<file path="src/rtl/cpu_pkg.sv">
// ============================================================================
//  Module   : cpu_pkg
//  Purpose  : Shared loader state encoding, instruction/PC widths and the
//             reserved-bit mask applied to the length high byte.
//  Revision : 1.0  initial release
// ============================================================================
`default_nettype none

package cpu_pkg;

  localparam int unsigned c_INSN_W = 9;
  localparam int unsigned c_PC_W   = 12;

  localparam logic [7:0] c_LEN_HI_RSVD = 8'hF0;

  typedef enum logic [2:0] {
    S_LEN_LO = 3'd0,
    S_LEN_HI = 3'd1,
    S_INS_LO = 3'd2,
    S_INS_HI = 3'd3,
    S_CHK    = 3'd4,
    S_DONE   = 3'd5,
    S_ERR    = 3'd6
  } state_e;

endpackage

`default_nettype wire

</file>
<file path="src/rtl/loader_ckpt.sv">
// ============================================================================
//  Module   : loader_ckpt
//  Purpose  : Byte accumulator holding the running XOR checksum and the low
//             byte of the instruction word being assembled.
//  Revision : 1.0  initial release
// ============================================================================
`default_nettype none

module loader_ckpt (
  input  logic       clk,
  input  logic       reset,
  input  logic       xor_en_i,
  input  logic       lo_en_i,
  input  logic [7:0] data_i,
  output logic [7:0] chk_o,
  output logic [7:0] lo_o
);

  logic [7:0] chk_q;
  logic [7:0] lo_q;

  always_ff @(posedge clk) begin
    if (reset) begin
      chk_q <= 8'h00;
      lo_q  <= 8'h00;
    end else begin
      if (xor_en_i) chk_q <= chk_q ^ data_i;
      if (lo_en_i)  lo_q  <= data_i;
    end
  end

  assign chk_o = chk_q;
  assign lo_o  = lo_q;

endmodule

`default_nettype wire

</file>
<file path="src/rtl/prog_loader.sv">
// ============================================================================
//  Module   : prog_loader
//  Purpose  : Framed byte-stream program loader; writes 9-bit words into the
//             instruction memory and releases the CPU after a valid frame.
//  Revision : 1.0  initial release
// ============================================================================
`default_nettype none

module prog_loader
  import cpu_pkg::*;
#(
  parameter int unsigned D = c_PC_W,
  parameter int unsigned W = c_INSN_W
) (
  input  logic         clk,
  input  logic         reset,
  input  logic         in_valid,
  input  logic [7:0]   in_data,
  output logic         in_ready,
  output logic         imem_wr_en,
  output logic [D-1:0] imem_wr_addr,
  output logic [W-1:0] imem_wr_dat,
  output logic         cpu_reset,
  output logic         load_done,
  output logic         load_err,
  output logic [D-1:0] word_cnt
);

  state_e         state_q, state_d;
  logic [D-1:0]   len_q, len_d;
  logic [D-1:0]   cnt_q, cnt_d;
  logic           wr_en_q, wr_en_d;
  logic [D-1:0]   wr_addr_q, wr_addr_d;
  logic [W-1:0]   wr_dat_q, wr_dat_d;

  logic           w_accept;
  logic [7:0]     w_chk;
  logic [7:0]     w_lo;

  assign in_ready = (state_q != S_DONE) && (state_q != S_ERR);
  assign w_accept = in_valid && in_ready;

  loader_ckpt u_ckpt (
    .clk      (clk),
    .reset    (reset),
    .xor_en_i (w_accept && (state_q != S_CHK)),
    .lo_en_i  (w_accept && (state_q == S_INS_LO)),
    .data_i   (in_data),
    .chk_o    (w_chk),
    .lo_o     (w_lo)
  );

  always_comb begin
    state_d   = state_q;
    len_d     = len_q;
    cnt_d     = cnt_q;
    wr_en_d   = 1'b0;
    wr_addr_d = wr_addr_q;
    wr_dat_d  = wr_dat_q;
    if (w_accept) begin
      case (state_q)
        S_LEN_LO: begin
          len_d[7:0] = in_data;
          state_d    = S_LEN_HI;
        end
        S_LEN_HI: begin
          len_d[D-1:8] = in_data[D-9:0];
          if ((in_data & c_LEN_HI_RSVD) != 8'h00)
            state_d = S_ERR;
          else if ({in_data[D-9:0], len_q[7:0]} == '0)
            state_d = S_CHK;
          else
            state_d = S_INS_LO;
        end
        S_INS_LO: state_d = S_INS_HI;
        S_INS_HI: begin
          if (in_data[7:1] != 7'd0) begin
            state_d = S_ERR;
          end else begin
            wr_en_d   = 1'b1;
            wr_addr_d = cnt_q;
            wr_dat_d  = {in_data[0], w_lo};
            cnt_d     = cnt_q + 1'b1;
            // len never exceeds 2^D-1, so cnt_q reaches len-1 before wrapping
            state_d   = (cnt_q == len_q - 1'b1) ? S_CHK : S_INS_LO;
          end
        end
        S_CHK:   state_d = (in_data == w_chk) ? S_DONE : S_ERR;
        default: state_d = state_q;
      endcase
    end
  end

  always_ff @(posedge clk) begin
    if (reset) begin
      state_q   <= S_LEN_LO;
      len_q     <= '0;
      cnt_q     <= '0;
      wr_en_q   <= 1'b0;
      wr_addr_q <= '0;
      wr_dat_q  <= '0;
    end else begin
      state_q   <= state_d;
      len_q     <= len_d;
      cnt_q     <= cnt_d;
      wr_en_q   <= wr_en_d;
      wr_addr_q <= wr_addr_d;
      wr_dat_q  <= wr_dat_d;
    end
  end

  assign imem_wr_en   = wr_en_q;
  assign imem_wr_addr = wr_addr_q;
  assign imem_wr_dat  = wr_dat_q;
  assign word_cnt     = cnt_q;
  assign load_done    = (state_q == S_DONE);
  assign load_err     = (state_q == S_ERR);
  assign cpu_reset    = (state_q != S_DONE);

endmodule

`default_nettype wire

</file>
<file path="config.mk">
export PLATFORM = sky130hd
export DESIGN_NAME = prog_loader
export DESIGN_NICKNAME = d
export VERILOG_FILES = /design/src/rtl/cpu_pkg.sv /design/src/rtl/loader_ckpt.sv /design/src/rtl/prog_loader.sv
export SDC_FILE = /design/constraint.sdc
export NUM_CORES = 1
export LEC_CHECK = 0
export CORE_MARGIN = 8
export CORE_UTILIZATION = 40
export DETAILED_ROUTE_END_ITERATION = 7
export GPL_TIMING_DRIVEN = 0
export SYNTH_ARGS = -nofsm -noshare
export SYNTH_HDL_FRONTEND = slang
export SYNTH_SLANG_ARGS = --single-unit
</file>
<file path="constraint.sdc">
create_clock -name clk -period 2.4 [get_ports clk]
set_input_delay 0.6 -clock clk [delete_from_list [all_inputs] [get_ports clk]]
set_output_delay 0.6 -clock clk [all_outputs]
set_load 0.02 [all_outputs]
</file>
==> results.md, run 1 <==
* DR vias at 2648
* Met2 Use GR at 24.8%
* TritonRoute pass-1 iters at 5
* Crit Path Category: flop to output port
* Worst reg2reg endpoint: state_q[2]
* Dpl hpwl at 5930 um
* Layout Cells excl Fill at 535
* Placed Instances at 521
* Final Hold Vio Count at 0
* Die Y at 103 um
* Sequential area share after synthesis at 42.6%
* Routed Antenna Nets at 0
* # H-tree levels at 3
* Hold Startpoint: imem_wr_dat[4]
* Pwr dens at 615 mW/mm^2
* Post-Synthesis Net Count at 385
* DIE AREA at 0.0107 mm^2
* CP startpoint kind: flop
* Most used routing layer: met2
* Worst r2r src: len_q[1]
* Crit end category: output port
* Final GP Congestion at 0.851
* Hold bufs inserted after CTS at 0
* # DRC at 0
* Data arrival, critical path at 1.70 ns
* Final Max Tran Viols at 0
* Static leakage at 1.39 nW
* Critical-path cell list: nor2b_2, nand2_1, inv_1, nor2_1, clkdlybuf4s50_1
* Main synth FF type: dfxtp_1
* Root Buffer Master: clkbuf_8
* Synth warn at 0
* Row cnt at 32
* Max incr delay on CP at 0.60 ns
* Post-Route WL at 7930 um
* Seq. cell area at 0.00131 mm^2
* Post-Synthesis Cell Area at 0.00305 mm^2
* Vias per inst at 4.95
* M3 GR Usage at 3.82%
* Setup ws final at 0.0951 ns
* Final setup violation count at 0
* Fin nets at 441
* Die Width at 103 um
* Grt total ovfl at 0
* First-pass GRT wire length at 12800 um
* Crit Path Max Fanout at 9
* CTS Sinks at 65
* HP Class: flop to flop
* PortBufs at 47
* Required time worst endpoint at 1.80 ns
* Post-synthesis cell count at 372
* Clk slew on worst S/H paths at 0.07 ns
* Antenna diodes at 0
* Core area at 0.00757 mm^2
* Layout cell share with drive strength beyond 1 at 7.39%
* Area growth syn-to-layout at 27.2%
* CTS Buf Count at 9
* EDFF count, synth at 0
* Met1 GRT Util at 20.3%
* Share of flip-flops with an asynchronous set or reset at 0%
* Total global routing track utilization at 15.7%
* RSZ-0062 raised after global routing: yes
* Initial drt markers at 144
* DP Worst Slack at -0.687 ns
* End of the worst hold path: imem_wr_dat[4]
* Period utilization at 96.0%
* Outcome: finished clean
* CTS tree: yes
* Clock tree buffer depth at 2
* Maxcap violations at 0
* Final period demand of the worst path at 2.30 ns
* Post-synthesis cell type count at 45
* Worst reg2reg path depth at 8
* Max VDD drop at 0.307 mV
* Worst skew pair latency at 0.34 ns
* Fin Clk Skew at 0.00961 ns
* Max-slew headroom at 47.6%
* Fmax at 0.434 GHz
* Number of global-route vias before repair at 2566
* Reg2reg setup slack at 0.15 ns
* Fillcell total at 712
* Footprint of the multi-input gates at 0.00168 mm^2
* Starting Density at 40.4%
* Io pins at 49
* Slew @ Worst Pin at 0.780 ns
* Slowest CP cell: clkdlybuf4s50_1
* Initial antenna violation count at 0
* FF+latch count, synth at 65
* Hold Path Stages at 2
* WL/cell at 14.8 um
* Synthesized area per cell at 8.21 um^2
* Pin count of the biggest net entering global routing at 11
## per-stage QoR
| stage | power [mW] | util [%] | hold WS, ns | instance area, um^2 | setup TNS [ns] |
|---|---|---|---|---|---|
| 2_1_floorplan | 1.40 | - | 0.431 | 3050 | 0 |
| 3_5_place_dp | 1.49 | 48.3 | 0.448 | 3650 | -20.71 |
| 4_1_cts | 2.40 | 51.1 | 0.456 | 3870 | 0 |
| 6_report | 2.39 | 51.3 | 0.454 | 3880 | 0 |
| 3_3_place_gp | 1.49 | 48.3 | 0.441 | 3650 | -20.28 |
| 5_1_grt | 2.50 | 51.3 | 0.476 | 3880 | -0.000456 |
## worst max-delay path by stage
stage / from / end / slack [ns] / cells past startpoint
after floorplan: len_q[0] / state_q[2] / 0.28 / 8
after global placement: in_data[5] / imem_wr_addr[4] / -0.67 / 7
after detailed placement: in_data[5] / imem_wr_dat[6] / -0.69 / 7
after CTS: in_data[1] / state_q[1] / 0.03 / 7
after global routing: len_q[4] / state_q[1] / -0.0005 / 6
final: state_q[0] / in_ready / 0.1 / 5
## power breakdown
group          leakage, nW  internal (mW)  total, mW  switching, mW
combinational        0.760          0.136      0.309          0.174
clock               0.0974          0.507      0.920          0.413
sequential           0.528           1.11       1.16         0.0450
total                 1.39           1.76       2.39          0.632
## Yosys cell counts, drive strengths merged, types with 3 or more instances
cell type | number | area share [%]
nand2 | 82 | 10
dfxtp | 65 | 43
nor2 | 42 | 5.2
a21oi | 33 | 5.4
xnor2 | 22 | 6.3
xor2 | 19 | 5.4
clkbuf | 14 | 1.7
mux2i | 14 | 4.6
nand3 | 11 | 1.8
nor3 | 8 | 2.0
nand4 | 6 | 1.2
and3 | 4 | 0.82
buf | 4 | 1.1
inv | 4 | 0.49
nand2b | 4 | 0.82
a31oi | 3 | 0.61
nor2b | 3 | 0.61
nor4 | 3 | 0.82
o31ai | 3 | 0.74
## placed cells by master (no fill, tap or decap), drive strengths merged, types with 3 or more instances in the layout
master	instances
xor2	19
dlygate4sd2	5
dfxtp	65
nand2	82
nor4	3
nand3	11
nand2b	4
and3	4
nand4	6
dlymetal6s2s	3
o31ai	3
a31oi	3
nor2b	3
inv	4
nor3	8
a21oi	33
buf	5
mux2i	14
clkbuf	24
xnor2	22
clkdlybuf4s50	39
nor2	42
## logic make-up (layout without fill, tap and decap cells)
kind of cell	Yosys count	after routing	synth area share, %
fa+ha+maj	2	2	0.819
compound gates	53	53	10.2
simple gates	175	175	26.7
buf+inv	22	83	3.28
flops	65	65	42.6
mux	14	14	4.59
xor+xnor	41	41	11.8
## routing by layer
metal / share of wire, % / wire length (um)
met1: 48 / 3800
met5: 0 / 0
met4: 1.0 / 80
met2: 46 / 3660
met3: 5.0 / 398
## worst max-delay path, delay by kind of cell, from the launching register on
family,cells,cell delay (ns)
simple gates,3,0.36
flops,1,0.36
buf+inv,2,0.65
## repair_timing
item,4_1_cts,5_1_grt
setup endpoints to repair,34,16
buffers inserted,1,0
gates resized for setup,12,7
pin swaps,1,0
## sequential cells by signal, indices dropped and copies added, names as in the netlist
signal,cells
imem_wr_addr,12
imem_wr_dat,9
state_q,3
len_q,12
u_ckpt.chk_o,8
imem_wr_en,1
word_cnt,12
u_ckpt.lo_o,8
## layout make-up
| type | instances | area share, % |
|---|---|---|
| well taps | 102 | 3.29 |
| repair buffers | 48 | 12.7 |
| multi-input cells | 285 | 43.3 |
| inverters | 4 | 0.387 |
| plain buffers | 15 | 1.90 |
| clock buffers | 13 | 3.83 |
| flip-flops and latches | 65 | 33.6 |
| clock inverters | 3 | 1.03 |
Power figures use the tool's default switching activity.
==> run 2, diff against run 1 <==
- SLEW_MARGIN: unset -> 20
==> results of run 2 <==
Same layout as run 1: the final DEF is identical, and so are final timing and power.
